**config.mk**
```make
export PLATFORM = sky130hd
export DESIGN_NAME = mem_arbiter
export DESIGN_NICKNAME = d
export VERILOG_FILES = /design/src/rtl/mem_arbiter.sv
export SDC_FILE = /design/constraint.sdc
export NUM_CORES = 1
export LEC_CHECK = 0
export BUFFER_PORTS_ARGS = -buffer_cell sky130_fd_sc_hd__buf_2
export CAP_MARGIN = 40
export CELL_PAD_IN_SITES_DETAIL_PLACEMENT = 1
export CELL_PAD_IN_SITES_GLOBAL_PLACEMENT = 1
export CORE_MARGIN = 4
export CORE_UTILIZATION = 23
export DETAILED_ROUTE_END_ITERATION = 12
export GPL_TIMING_DRIVEN = 0
export MAX_ROUTING_LAYER = met4
export PLACE_DENSITY = 0.95
export REMOVE_ABC_BUFFERS = 1
export SLEW_MARGIN = 10
export SYNTH_ARGS = -nofsm -noshare
export SYNTH_HDL_FRONTEND = slang
export SYNTH_SLANG_ARGS = --single-unit
```
**constraint.sdc**
```tcl
create_clock -name clk -period 3 [get_ports clk]
set_input_delay 0.6 -clock clk [delete_from_list [all_inputs] [get_ports clk]]
set_output_delay 0.6 -clock clk [all_outputs]
set_load 0.05 [all_outputs]
```
**src/rtl/mem_arbiter.sv**
```systemverilog
`default_nettype none
// +--------------------------------------------------------------------------+
// | mem_arbiter: shares one single-port synchronous RAM between CPU and DMA. |
// | Revision: 1.0                                                            |
// +--------------------------------------------------------------------------+
module mem_arbiter #(
   parameter int ADDR_W     = 10,
   parameter int DATA_W     = 32,
   parameter int STARVE_MAX = 4,
   parameter int RR_MODE    = 0
) (
   input  logic              clk,
   input  logic              rst_n,
   input  logic              cpu_req,
   input  logic              cpu_we,
   input  logic [ADDR_W-1:0] cpu_addr,
   input  logic [DATA_W-1:0] cpu_wdata,
   output logic              cpu_gnt,
   output logic              cpu_rvalid,
   output logic [DATA_W-1:0] cpu_rdata,
   input  logic              dma_req,
   input  logic              dma_we,
   input  logic [ADDR_W-1:0] dma_addr,
   input  logic [DATA_W-1:0] dma_wdata,
   output logic              dma_gnt,
   output logic              dma_rvalid,
   output logic [DATA_W-1:0] dma_rdata,
   output logic              mem_we,
   output logic [ADDR_W-1:0] mem_addr,
   output logic [DATA_W-1:0] mem_din,
   input  logic [DATA_W-1:0] mem_dout
);

   localparam logic       c_OWNER_CPU  = 1'b0;
   localparam logic       c_OWNER_DMA  = 1'b1;
   localparam logic [3:0] c_STARVE_MAX = 4'(STARVE_MAX);

   logic [3:0] r_starve_cnt;
   logic       r_last_owner;
   logic       r_rd_pend;
   logic       r_rd_owner;

   logic       w_dma_wins_tie;
   logic       w_cpu_gnt;
   logic       w_dma_gnt;
   logic [3:0] w_starve_nxt;

   always_comb begin
      w_dma_wins_tie = 1'b0;
      if (RR_MODE != 0)
         w_dma_wins_tie = (r_last_owner == c_OWNER_CPU);
      else
         w_dma_wins_tie = (r_starve_cnt >= c_STARVE_MAX);
   end

   always_comb begin
      w_cpu_gnt = cpu_req;
      w_dma_gnt = dma_req;
      if (cpu_req && dma_req) begin
         w_cpu_gnt = !w_dma_wins_tie;
         w_dma_gnt = w_dma_wins_tie;
      end
   end

   // Counter only runs while DMA is actively being denied; saturates at the limit.
   always_comb begin
      w_starve_nxt = 4'd0;
      if (dma_req && !w_dma_gnt)
         w_starve_nxt = (r_starve_cnt >= c_STARVE_MAX) ? c_STARVE_MAX : r_starve_cnt + 4'd1;
   end

   always_ff @(posedge clk or negedge rst_n) begin
      if (!rst_n) begin
         r_starve_cnt <= 4'd0;
         r_last_owner <= c_OWNER_DMA;
         r_rd_pend    <= 1'b0;
         r_rd_owner   <= c_OWNER_CPU;
      end else begin
         r_starve_cnt <= w_starve_nxt;
         if (w_cpu_gnt || w_dma_gnt)
            r_last_owner <= w_dma_gnt ? c_OWNER_DMA : c_OWNER_CPU;
         r_rd_pend  <= (w_cpu_gnt && !cpu_we) || (w_dma_gnt && !dma_we);
         r_rd_owner <= w_dma_gnt ? c_OWNER_DMA : c_OWNER_CPU;
      end
   end

   // Idle cycles leave the CPU address/data on the RAM bus.
   assign mem_we   = w_dma_gnt ? dma_we    : (w_cpu_gnt && cpu_we);
   assign mem_addr = w_dma_gnt ? dma_addr  : cpu_addr;
   assign mem_din  = w_dma_gnt ? dma_wdata : cpu_wdata;

   assign cpu_gnt    = w_cpu_gnt;
   assign dma_gnt    = w_dma_gnt;
   assign cpu_rvalid = r_rd_pend && (r_rd_owner == c_OWNER_CPU);
   assign dma_rvalid = r_rd_pend && (r_rd_owner == c_OWNER_DMA);
   assign cpu_rdata  = cpu_rvalid ? mem_dout : '0;
   assign dma_rdata  = dma_rvalid ? mem_dout : '0;

endmodule
`default_nettype wire

```
Word-level counts from Yosys, hierarchy flattened
Cells that the tools add are included.
{"block": "op_classes", "n_addsub": 1, "mul": 0, "div": 0, "magnitude_cmp": 1, "n_eq_ne": 0, "n_shift": 0, "muxes": 10, "bitwise_logic": 1, "reduce_logical": 12}
{"operator": "32-bit 2-to-1 mux", "n": 3}
{"operator": "10-bit 2-to-1 mux", "n": 1}
{"operator": "4-bit 2-to-1 mux", "n": 2}
{"operator": "1-bit logical AND", "n": 7}
{"operator": "4-bit by 1-bit adder with 4-bit output, second input constant", "n": 1}
{"operator": "4-bit by 3-bit >= comparator with 1-bit output, second input constant", "n": 1}
{"operator": "1-bit zero test", "n": 4}
{"operator": "1-bit 2-to-1 mux", "n": 4}
{"operator": "1-bit logical OR", "n": 1}
{"operator": "1-bit inverter", "n": 1}
{"block": "totals", "reg_bits": 6, "latch_bits": 0, "ram_bits": 0, "romBits": 0, "input_bits": 122, "output_inout_bits": 111, "wordCells": 28, "n_memories": 0}

Longest topological paths before layout
Gate-level depths: netlist of the first run.
{"block": "logic_depth", "depth_word": 5, "depth_mapped": 4, "mapped_depth_nobuf": 2}

Least setup slack after synthesis of the first run
OpenSTA, ideal clock, no wires.
{"block": "synth_path", "path_kind": "in2out", "from": "in dma_req", "to": "out mem_addr[6]", "arrival_ps": 1899, "required_time_ps": 2400, "setup_slack_ps": 501, "path_stages": 4, "n_path_buf": 2, "path_cell_list": "buf_2 > clkbuf_1 > nand2_1 > o211ai_1"}
{"block": "synth_via", "elab_chain_cells": 3}
{"item": "from (decl)", "line": "21", "text": "input logic dma_req,"}
{"item": "1-bit logical AND", "line": "59", "text": "if (cpu_req && dma_req) begin"}
{"item": "1-bit 2-to-1 mux *", "line": "59"}
{"item": "10-bit 2-to-1 mux *", "line": "89", "text": "assign mem_addr = w_dma_gnt ? dma_addr : cpu_addr;"}
{"item": "to (decl)", "line": "29", "text": "output logic [ADDR_W-1:0] mem_addr,"}
Every way passes the cells marked *; elsewhere a longest branch is shown, timed or not.

Final worst setup path of the first run
{"block": "layout_path", "from": "reg r_rd_pend", "to": "out cpu_rdata[7]"}
{"block": "layout_via", "elab_chain_cells": 2}
{"item": "from (decl)", "line": "40", "text": "logic r_rd_pend;"}
{"item": "from (signal assigned)", "line": "82", "text": "r_rd_pend <= (w_cpu_gnt && !cpu_we) || (w_dma_gnt && !dma_we);"}
{"item": "1-bit logical AND", "line": "94", "text": "assign cpu_rvalid = r_rd_pend && (r_rd_owner == c_OWNER_CPU);"}
{"item": "32-bit 2-to-1 mux", "line": "96", "text": "assign cpu_rdata = cpu_rvalid ? mem_dout : '0;"}
{"item": "to (decl)", "line": "20", "text": "output logic [DATA_W-1:0] cpu_rdata,"}
No other way between the ends.

==> flow_summary.toml, run 1 <==
[route]
drt-pass1-iter-count = 4
via_per_inst = 5.04
drtIter0Drc = 50
drc_errors = 0
wl_per_cell_um = 16.6
routed_wl_um = 10000
num_vias = 3056
ant_nets = 0

[sta]
fin_skew_ns = 0.00186
final.min_clock_period_ns = 2.76
slew_headroom_pct = 42.4
rsz0062_at_grt = "false"
max_freq_mhz = 363
slew_violations = 0
hold_violations = 0
worstMarginPinSlew_ns = 0.864
setup_violations = 0
final.setup.tns_ns = 0
period_share_pct = 91.9

[synth]
ys_top_cells_by_area = "nand4bb_1 (23%), o211ai_1 (16%), nand2b_1 (13%)"
synth_seq_area_share_pct = 7.39
yosysWarnings = 0
synthAdderAreaFrac_pct = 0.616
synth-xor-area-share_pct = 0
yosysTopAreaCellShare_pct = 23.3
synth_mux_area_share_pct = 0
syn-instance-count = 291
synth_top_family_by_area = "simple AND/OR/NAND/NOR gates"
syn_area_mm2 = 0.00203
synthSimpleGateAreaFrac_pct = 67.1
synth-seq-cells = 6
synth_top_cell_by_area = "nand4bb_1"
synth_cell_type_count = 21
synth_compound_area_share_pct = 16.6
synth_area_per_cell_um2 = 6.98

[pwr]
p_comb_share_pct = 76.8
p_int_mw = 0.384
p_seq_share_pct = 11.0
pwr-share-clk_pct = 12.3
power_leakage_nw = 1.84
switching_share_pct = 59.2
netSwitchingPower_mw = 0.556
total_power_mw = 0.940
irDropWorstVdd_mv = 0.176
powerDensity_mw_per_mm2 = 280

[critical_path]
crit_fanout = 34
reg2reg_setup_slack_ns = 1.26
path_cells = "nor2b_4 > and2_1 > buf_2"
path_class = "reg2out"
worstPathArrival_ns = 2.16
cp_slowest_cell = "dfrtp_1"
crit_start = "r_rd_pend"
endpoint_kind = "output pin"
slowest_delay_ns = 0.80
r2r-start = "r_starve_cnt[3]"
required_ns = 2.40
start_kind = "flip-flop"

[placed_design]
placed_cells = 600
gp_congestion = 0.725
placed_cell_area_mm2 = 0.00328
hpwlAfterDp_um = 8320
io_buffers = 232

[clocking]
clkTransAtPathRegs_ns = 0.03
cts_root_buf = "clkbuf_8"
cts_tree = "yes"
cts.htree.levels = 1
cts_buffer_depth = 2
tritoncts.num_buffers = 3
clock-sinks = 6
insertion_delay_ns = 0.22

[grt]
grt_pass1_vias = 3016
grt_max_degree = 53
grt_pass1_wl_um = 14900
grt_usage_pct = 18.1
antenna_found_initial = 1
grt_remaining_overflow = 0

[floorplan]
dieWidth_um = 102
die_area_mm2 = 0.0104
num_rows = 34
io_pins = 233
die_y_um = 102
initial_core_util_pct = 23.4
fp.coreArea_mm2 = 0.00868

[cells_and_area]
multiInputGateArea_mm2 = 0.00173
finish.utilization_pct = 38.7
seq_area_um2 = 150
fillers = 1154
fin_area_mm2 = 0.00336
layout.nets = 622
drive_above_1_share_pct = 49.1
layout.cells.non_filler = 606
area_delta_synth_final_pct = 65.4

[outcome]
outcome = "completed"

[worst_hold_path]
hp-class = "in2async"

[job]
drv_cap = 0
## registers in the layout, summed over array words and instances (netlist names)
signal	count
r_starve_cnt	4
r_rd_pend	1
r_rd_owner	1
## power by group through the flow
stage | Clock, mW | Sequential, mW | Combinational [mW]
3_5_place_dp | 0 | 0.104 | 0.719
3_3_place_gp | 0 | 0.105 | 0.683
6_report | 0.115 | 0.103 | 0.721
5_1_grt | 0.127 | 0.106 | 0.765
4_1_cts | 0.120 | 0.103 | 0.722
2_1_floorplan | 0 | 0.0979 | 0.472
## area by class of cell
type	count	area share, %
multi-input cells	248	51.5
repair buffers	239	38.6
flip-flops and latches	6	4.47
well taps	108	4.02
clock buffers	3	1.23
inverters	1	0.112
diodes	1	0.0745
## cells in the final DEF, fill, tap and decap left out
cell type / netlist / layout
nor3b_4: 0 / 1
inv_1: 1 / 1
and3_1: 34 / 34
buf_16: 0 / 2
nor2_1: 1 / 1
nor2b_1: 2 / 1
clkbuf_8: 0 / 3
and2_1: 33 / 33
dfrtp_1: 6 / 6
nor2b_4: 0 / 1
ha_1: 1 / 1
buf_2: 5 / 231
nand4bb_1: 42 / 42
conb_1: 1 / 1
o211ai_1: 42 / 42
buf_4: 1 / 2
o21a_1: 1 / 1
o32ai_1: 1 / 1
buf_12: 0 / 2
nand2b_1: 43 / 43
nand2_1: 44 / 44
o22ai_1: 1 / 1
buf_8: 0 / 2
and3b_1: 1 / 1
diode_2: 0 / 1
## timing repair
item,CTS,global route
endpoints found under the setup margin,67,17
setup buffers,0,2
resized for setup,2,0
hold buffers,0,0
pin swaps,0,1
## kinds of logic after synthesis
| logic type | after synthesis |
|---|---|
| AO/OA/AOI/OAI | 45 |
| adder cells (fa/ha/maj) | 1 |
| buffers and inverters | 37 |
| flip-flops | 6 |
| other | 1 |
| AND/OR/NAND/NOR | 201 |
## worst max-delay path: cells and delay by family, from the launching register on
family	cells	cell delay [ns]
buffers and inverters	1	0.27
DFF	1	0.80
and+or+nand+nor	2	0.85
## path summary, 6_finish.rpt
check	to	cells after the start
setup / recovery	cpu_rdata[7]	3
hold / removal	r_rd_pend	1
setup reg to reg	r_starve_cnt[1]	5
hold reg to reg	r_starve_cnt[0]	1
max in group asynchronous	r_starve_cnt[1]	1
min in group clk	r_starve_cnt[0]	1
## per-layer routing
layer	share of wire (%)	GRT usage, %
met1	37	19.9
met2	51	34.0
met4	1.7	4.04
met3	9.9	2.87
met5	0	-
## synth_stat cells
library cell and n:
and2_1 33, and3_1 34, and3b_1 1, buf_2 5
buf_4 1, buf_6 2, clkbuf_1 28, conb_1 1
dfrtp_1 6, ha_1 1, inv_1 1, nand2_1 44
nand2b_1 43, nand4bb_1 42, nor2_1 1, nor2b_1 2
nor3b_2 1, o211ai_1 42, o21a_1 1, o22ai_1 1
o32ai_1 1
## through the flow
stage          hold WS, ns  worst slack (ns)
2_1_floorplan        0.304            -0.499
3_3_place_gp         0.422             -1.77
3_5_place_dp         0.429            -0.153
4_1_cts              0.198            0.0675
5_1_grt              0.200            0.0700
6_report             0.200             0.242
Note: power is estimated with default switching activity, not from simulation.
==> run 2, diff against run 1 <==
--- a/config.mk
+++ b/config.mk
@@ -13,7 +13,6 @@
 export CORE_UTILIZATION = 23
 export DETAILED_ROUTE_END_ITERATION = 12
 export GPL_TIMING_DRIVEN = 0
-export MAX_ROUTING_LAYER = met4
 export PLACE_DENSITY = 0.95
 export REMOVE_ABC_BUFFERS = 1
 export SLEW_MARGIN = 10
==> run 2 against run 1 <==
Effect of this change: sequential power hardly changed; wire length up 0.35%; highest routed layer unchanged; worst hold slack barely moved; largest cell class unchanged.
==> flow_summary.toml, run 2 (synthesis gave the netlist of run 1 again) <==
[outcome]
outcome = "completed"

[cells_and_area]
top_regs = "r_starve_cnt (4), r_rd_owner (1), r_rd_pend (1)"
regMostFlops = "r_starve_cnt"
final_common_cell = "buf_2"
drive_above_1_share_pct = 49.1
fin_area_mm2 = 0.00336
area_delta_synth_final_pct = 65.4
finish.utilization_pct = 38.7
largest_reg_flops = 4
layout.nets = 622
final_cell_mix = "buf_2 (231), nand2_1 (44), nand2b_1 (43)"

[clocking]
clock-sinks = 6
clkTransAtPathRegs_ns = 0.03
cts_hold_buf = 0
cts.htree.levels = 1
cts_tree = "yes"
cts_buffer_depth = 2
tritoncts.num_buffers = 3
cts_root_buf = "clkbuf_8"
insertion_delay_ns = 0.22

[worst_hold_path]
hp-class = "in2async"

[floorplan]
num_rows = 34
io_pins = 233
initial_core_util_pct = 23.4
dieWidth_um = 102
fp.coreArea_mm2 = 0.00868
die_area_mm2 = 0.0104
die_y_um = 102

[pwr]
powerDensity_mw_per_mm2 = 280
irDropWorstVdd_mv = 0.176
power_leakage_nw = 1.84
p_seq_share_pct = 11.0
netSwitchingPower_mw = 0.556
p_comb_share_pct = 76.8
total_power_mw = 0.940
switching_share_pct = 59.2
pwr-share-clk_pct = 12.3
p_int_mw = 0.384

[sta]
fin_skew_ns = 0.00186
setup_violations = 0
hold_violations = 0
rsz0062_at_grt = "false"
worstMarginPinSlew_ns = 0.864
slew_violations = 0
slew_headroom_pct = 42.4
holdWs_ns = 0.200
final.min_clock_period_ns = 2.75
period_share_pct = 91.8
max_freq_mhz = 363

[critical_path]
r2r.worst_path.cells = 5
path_cells = "nor2b_4 > and2_1 > buf_2"
endpoint_kind = "output pin"
cp_slowest_cell = "dfrtp_1"
reg2reg_to = "r_starve_cnt[1]"
worstPathArrival_ns = 2.15
crit_fanout = 34
path_class = "reg2out"
r2r-start = "r_starve_cnt[3]"
slowest_delay_ns = 0.80
start_kind = "flip-flop"
required_ns = 2.40
reg2reg_setup_slack_ns = 1.26

[placed_design]
io_buffers = 232
placed_cell_area_mm2 = 0.00328
gp_congestion = 0.716
hpwlAfterDp_um = 8320

[grt]
grt_pass1_vias = 3012
grt_max_degree = 53
grt_pass1_wl_um = 14900
antenna_found_initial = 1
grt_usage_pct = 17.6
grt_remaining_overflow = 0

[route]
wl_per_cell_um = 16.6
drc_errors = 0
drtIter0Drc = 68
via_per_inst = 5.08
num_vias = 3079
routed_wl_um = 10100
drt-pass1-iter-count = 5
ant_nets = 0

[job]
drv_cap = 0
run 2: worst max path at each step:
stage                   endpoint  slack [ns]             from  depth (start not counted)
floorplan            mem_addr[0]       -0.50  r_starve_cnt[2]                          2
global placement      mem_din[6]       -1.77          cpu_req                          4
detailed placement    mem_din[1]       -0.15          cpu_req                          5
CTS                   mem_din[1]        0.07  r_starve_cnt[2]                          5
global route        cpu_rdata[7]        0.08        r_rd_pend                          3
finish              cpu_rdata[7]        0.25        r_rd_pend                          3
run 2: timing repair:
item | CTS | global route
setup endpoints to repair | 67 | 17
pin swaps | 0 | 1
resized for setup | 2 | 0
hold endpoints to repair | 0 | 0
buffers inserted | 0 | 2
run 2: stage by stage:
stage	std cells	worst slack (ns)	setup TNS [ns]
2_1_floorplan	255	-0.499	-28.60
3_3_place_gp	595	-1.77	-77.28
3_5_place_dp	600	-0.153	-3.47
4_1_cts	603	0.0675	0
5_1_grt	606	0.0770	0
6_report	606	0.247	0
run 2: final cells by class:
type / count / area [µm²]
antenna: 1 / 2.50
fill: 1154 / 5320
inverter: 1 / 3.75
multi-input combinational: 248 / 1730
clock buffer: 3 / 41.3
sequential: 6 / 150
tap: 108 / 135
timing repair buffer: 239 / 1300
run 2: routing by layer:
layer / wire [µm] / track usage (%) / share of wire, % / up-vias
met2: 5160 / 33.9 / 51 / 172
li1: - / - / - / 1464
met3: 1170 / 4.23 / 12 / 12
met1: 3580 / 19.2 / 36 / 1431
met5: 0 / 0 / 0 / -
met4: 166 / 4.04 / 1.6 / 0
run 2: critical path, delay by kind of cell, from the launching register on:
family,cells,cell delay (ns)
buf+inv,1,0.27
flops,1,0.80
simple gates,2,0.85
run 2: power groups by stage:
| stage | sequential (mW) | combinational, mW | clock (mW) |
|---|---|---|---|
| floorplan | 0.0979 | 0.472 | 0 |
| global placement | 0.105 | 0.683 | 0 |
| detailed placement | 0.104 | 0.719 | 0 |
| CTS | 0.103 | 0.722 | 0.120 |
| global route | 0.106 | 0.765 | 0.127 |
| finish | 0.103 | 0.721 | 0.115 |
==> run 3, diff against run 2 <==
--- a/config.mk
+++ b/config.mk
@@ -15,6 +15,7 @@
 export GPL_TIMING_DRIVEN = 0
 export PLACE_DENSITY = 0.95
 export REMOVE_ABC_BUFFERS = 1
+export SETUP_SLACK_MARGIN = 0.4
 export SLEW_MARGIN = 10
 export SYNTH_ARGS = -nofsm -noshare
 export SYNTH_HDL_FRONTEND = slang
==> run 3 against run 2 <==
Effect of this change: cell count up 1.2%; worst hold slack worse by 0.00087 ns; register-to-register slack better by 0.22 ns; wire length up 1.2%; global-route usage up 0.37 points; die area unchanged; sequential share of layout area up 0.19 points; non-clock buffer count up 6; sequential power about the same; count of clock-buffer cells in the layout unchanged; largest cell class unchanged.
==> flow_summary.toml, run 3 (synthesis gave the netlist of run 1 again) <==
[floorplan]
die_y_um = 102
io_pins = 233
initial_core_util_pct = 23.4
die_area_mm2 = 0.0104
dieWidth_um = 102
fp.coreArea_mm2 = 0.00868
num_rows = 34

[critical_path]
worstPathArrival_ns = 1.89
r2r.worst_path.cells = 5
start_kind = "input pin"
endpoint = "mem_din[1]"
crit_start = "cpu_req"
reg2reg_setup_slack_ns = 1.48
required_ns = 2.40
crit_fanout = 45
endpoint_kind = "output pin"
r2r-start = "r_starve_cnt[3]"
path_class = "in2out"
reg2reg_to = "r_starve_cnt[1]"

[placed_design]
placed_cell_area_mm2 = 0.00328
io_buffers = 232
pre_cts_ws_ns = -0.153
hpwlAfterDp_um = 8320
gp_congestion = 0.716
placed_cells = 600

[clocking]
clkTransAtPathRegs_ns = 0.03
clock-sinks = 6
insertion_delay_ns = 0.22
cts_root_buf = "clkbuf_8"
cts_tree = "yes"
tritoncts.num_buffers = 3
cts.htree.levels = 1
cts_buffer_depth = 2

[cells_and_area]
top_regs = "r_starve_cnt (4), r_rd_owner (1), r_rd_pend (1)"
layout.nets = 629
regMostFlops = "r_starve_cnt"
finish.utilization_pct = 39.6
largest_reg_flops = 4
area_delta_synth_final_pct = 69.1
final_common_cell = "buf_2"
final_cell_mix = "buf_2 (230), nand2_1 (44), nand2b_1 (43)"
fin_area_mm2 = 0.00344
drive_above_1_share_pct = 50.6
fillers = 1152
layout.cells.non_filler = 613

[grt]
grt_usage_pct = 18.0
grt_max_degree = 53
grt_remaining_overflow = 0
antenna_found_initial = 1
grt_pass1_vias = 3022
grt_pass1_wl_um = 15200

[route]
drtIter0Drc = 65
num_vias = 3097
wl_per_cell_um = 16.6
via_per_inst = 5.05
drc_errors = 0
routed_wl_um = 10200
ant_nets = 0
drt-pass1-iter-count = 5

[sta]
setup_violations = 0
period_share_pct = 83.2
rsz0062_at_grt = "false"
max_freq_mhz = 401
fin_ws_ns = 0.505
slew_headroom_pct = 65.5
final.setup.tns_ns = 0
final.min_clock_period_ns = 2.49
holdWs_ns = 0.199
slew_violations = 0
worstMarginPinSlew_ns = 0.517
fin_skew_ns = 0.00142
hold_violations = 0

[worst_hold_path]
hp-class = "in2async"

[pwr]
total_power_mw = 0.948
irDropWorstVdd_mv = 0.175
powerDensity_mw_per_mm2 = 276
power_leakage_nw = 1.87

[outcome]
outcome = "completed"

[job]
drv_cap = 0
==> run 3: worst min path at each step <==
stage / startpoint / end / slack, ns / cells past startpoint
after CTS: rst_n / r_rd_owner / 0.20 / 1
after global routing: rst_n / r_starve_cnt[3] / 0.20 / 1
after floorplan: rst_n / r_rd_owner / 0.30 / 0
after global placement: rst_n / r_rd_owner / 0.42 / 1
after detailed placement: rst_n / r_starve_cnt[3] / 0.43 / 1
final: rst_n / r_starve_cnt[2] / 0.20 / 1
==> run 3: power by group <==
| group | internal (mW) | switching [mW] |
|---|---|---|
| combinational | 0.218 | 0.512 |
| sequential | 0.0854 | 0.0173 |
| clock | 0.0857 | 0.0295 |
| total | 0.390 | 0.558 |
==> run 3: critical path, stage by stage <==
cell,delay [ns]
buf_6,0.28
nor3b_4,0.28
buf_12,0.15
buf_8,0.18
o211ai_1,0.14
buf_2,0.23
==> run 3: layer usage <==
layer  routed length (µm)  vias to the layer above  track usage, %
met2                 5330                      160            34.8
met4                  151                        0            3.73
met3                 1110                       10            4.23
met5                    0                        -               0
li1                     -                     1480               -
met1                 3600                     1447            19.7
==> run 3: area by class of cell <==
type	count	area (µm²)	share of cell area [%]
multi-input combinational	249	1750	50.8
clock buffer	3	41.3	1.20
sequential	6	160	4.66
inverter	1	3.75	0.109
timing repair buffer	245	1350	39.2
antenna	1	2.50	0.0728
tap	108	135	3.93
==> run 3: timing repair <==
| item | in CTS | in global routing |
|---|---|---|
| buffers inserted | 2 | 6 |
| resized for setup | 6 | 5 |
| hold buffers | 0 | 0 |
| pin swaps | 1 | 0 |
| gates cloned | 1 | 0 |
| setup endpoints to repair | 77 | 38 |
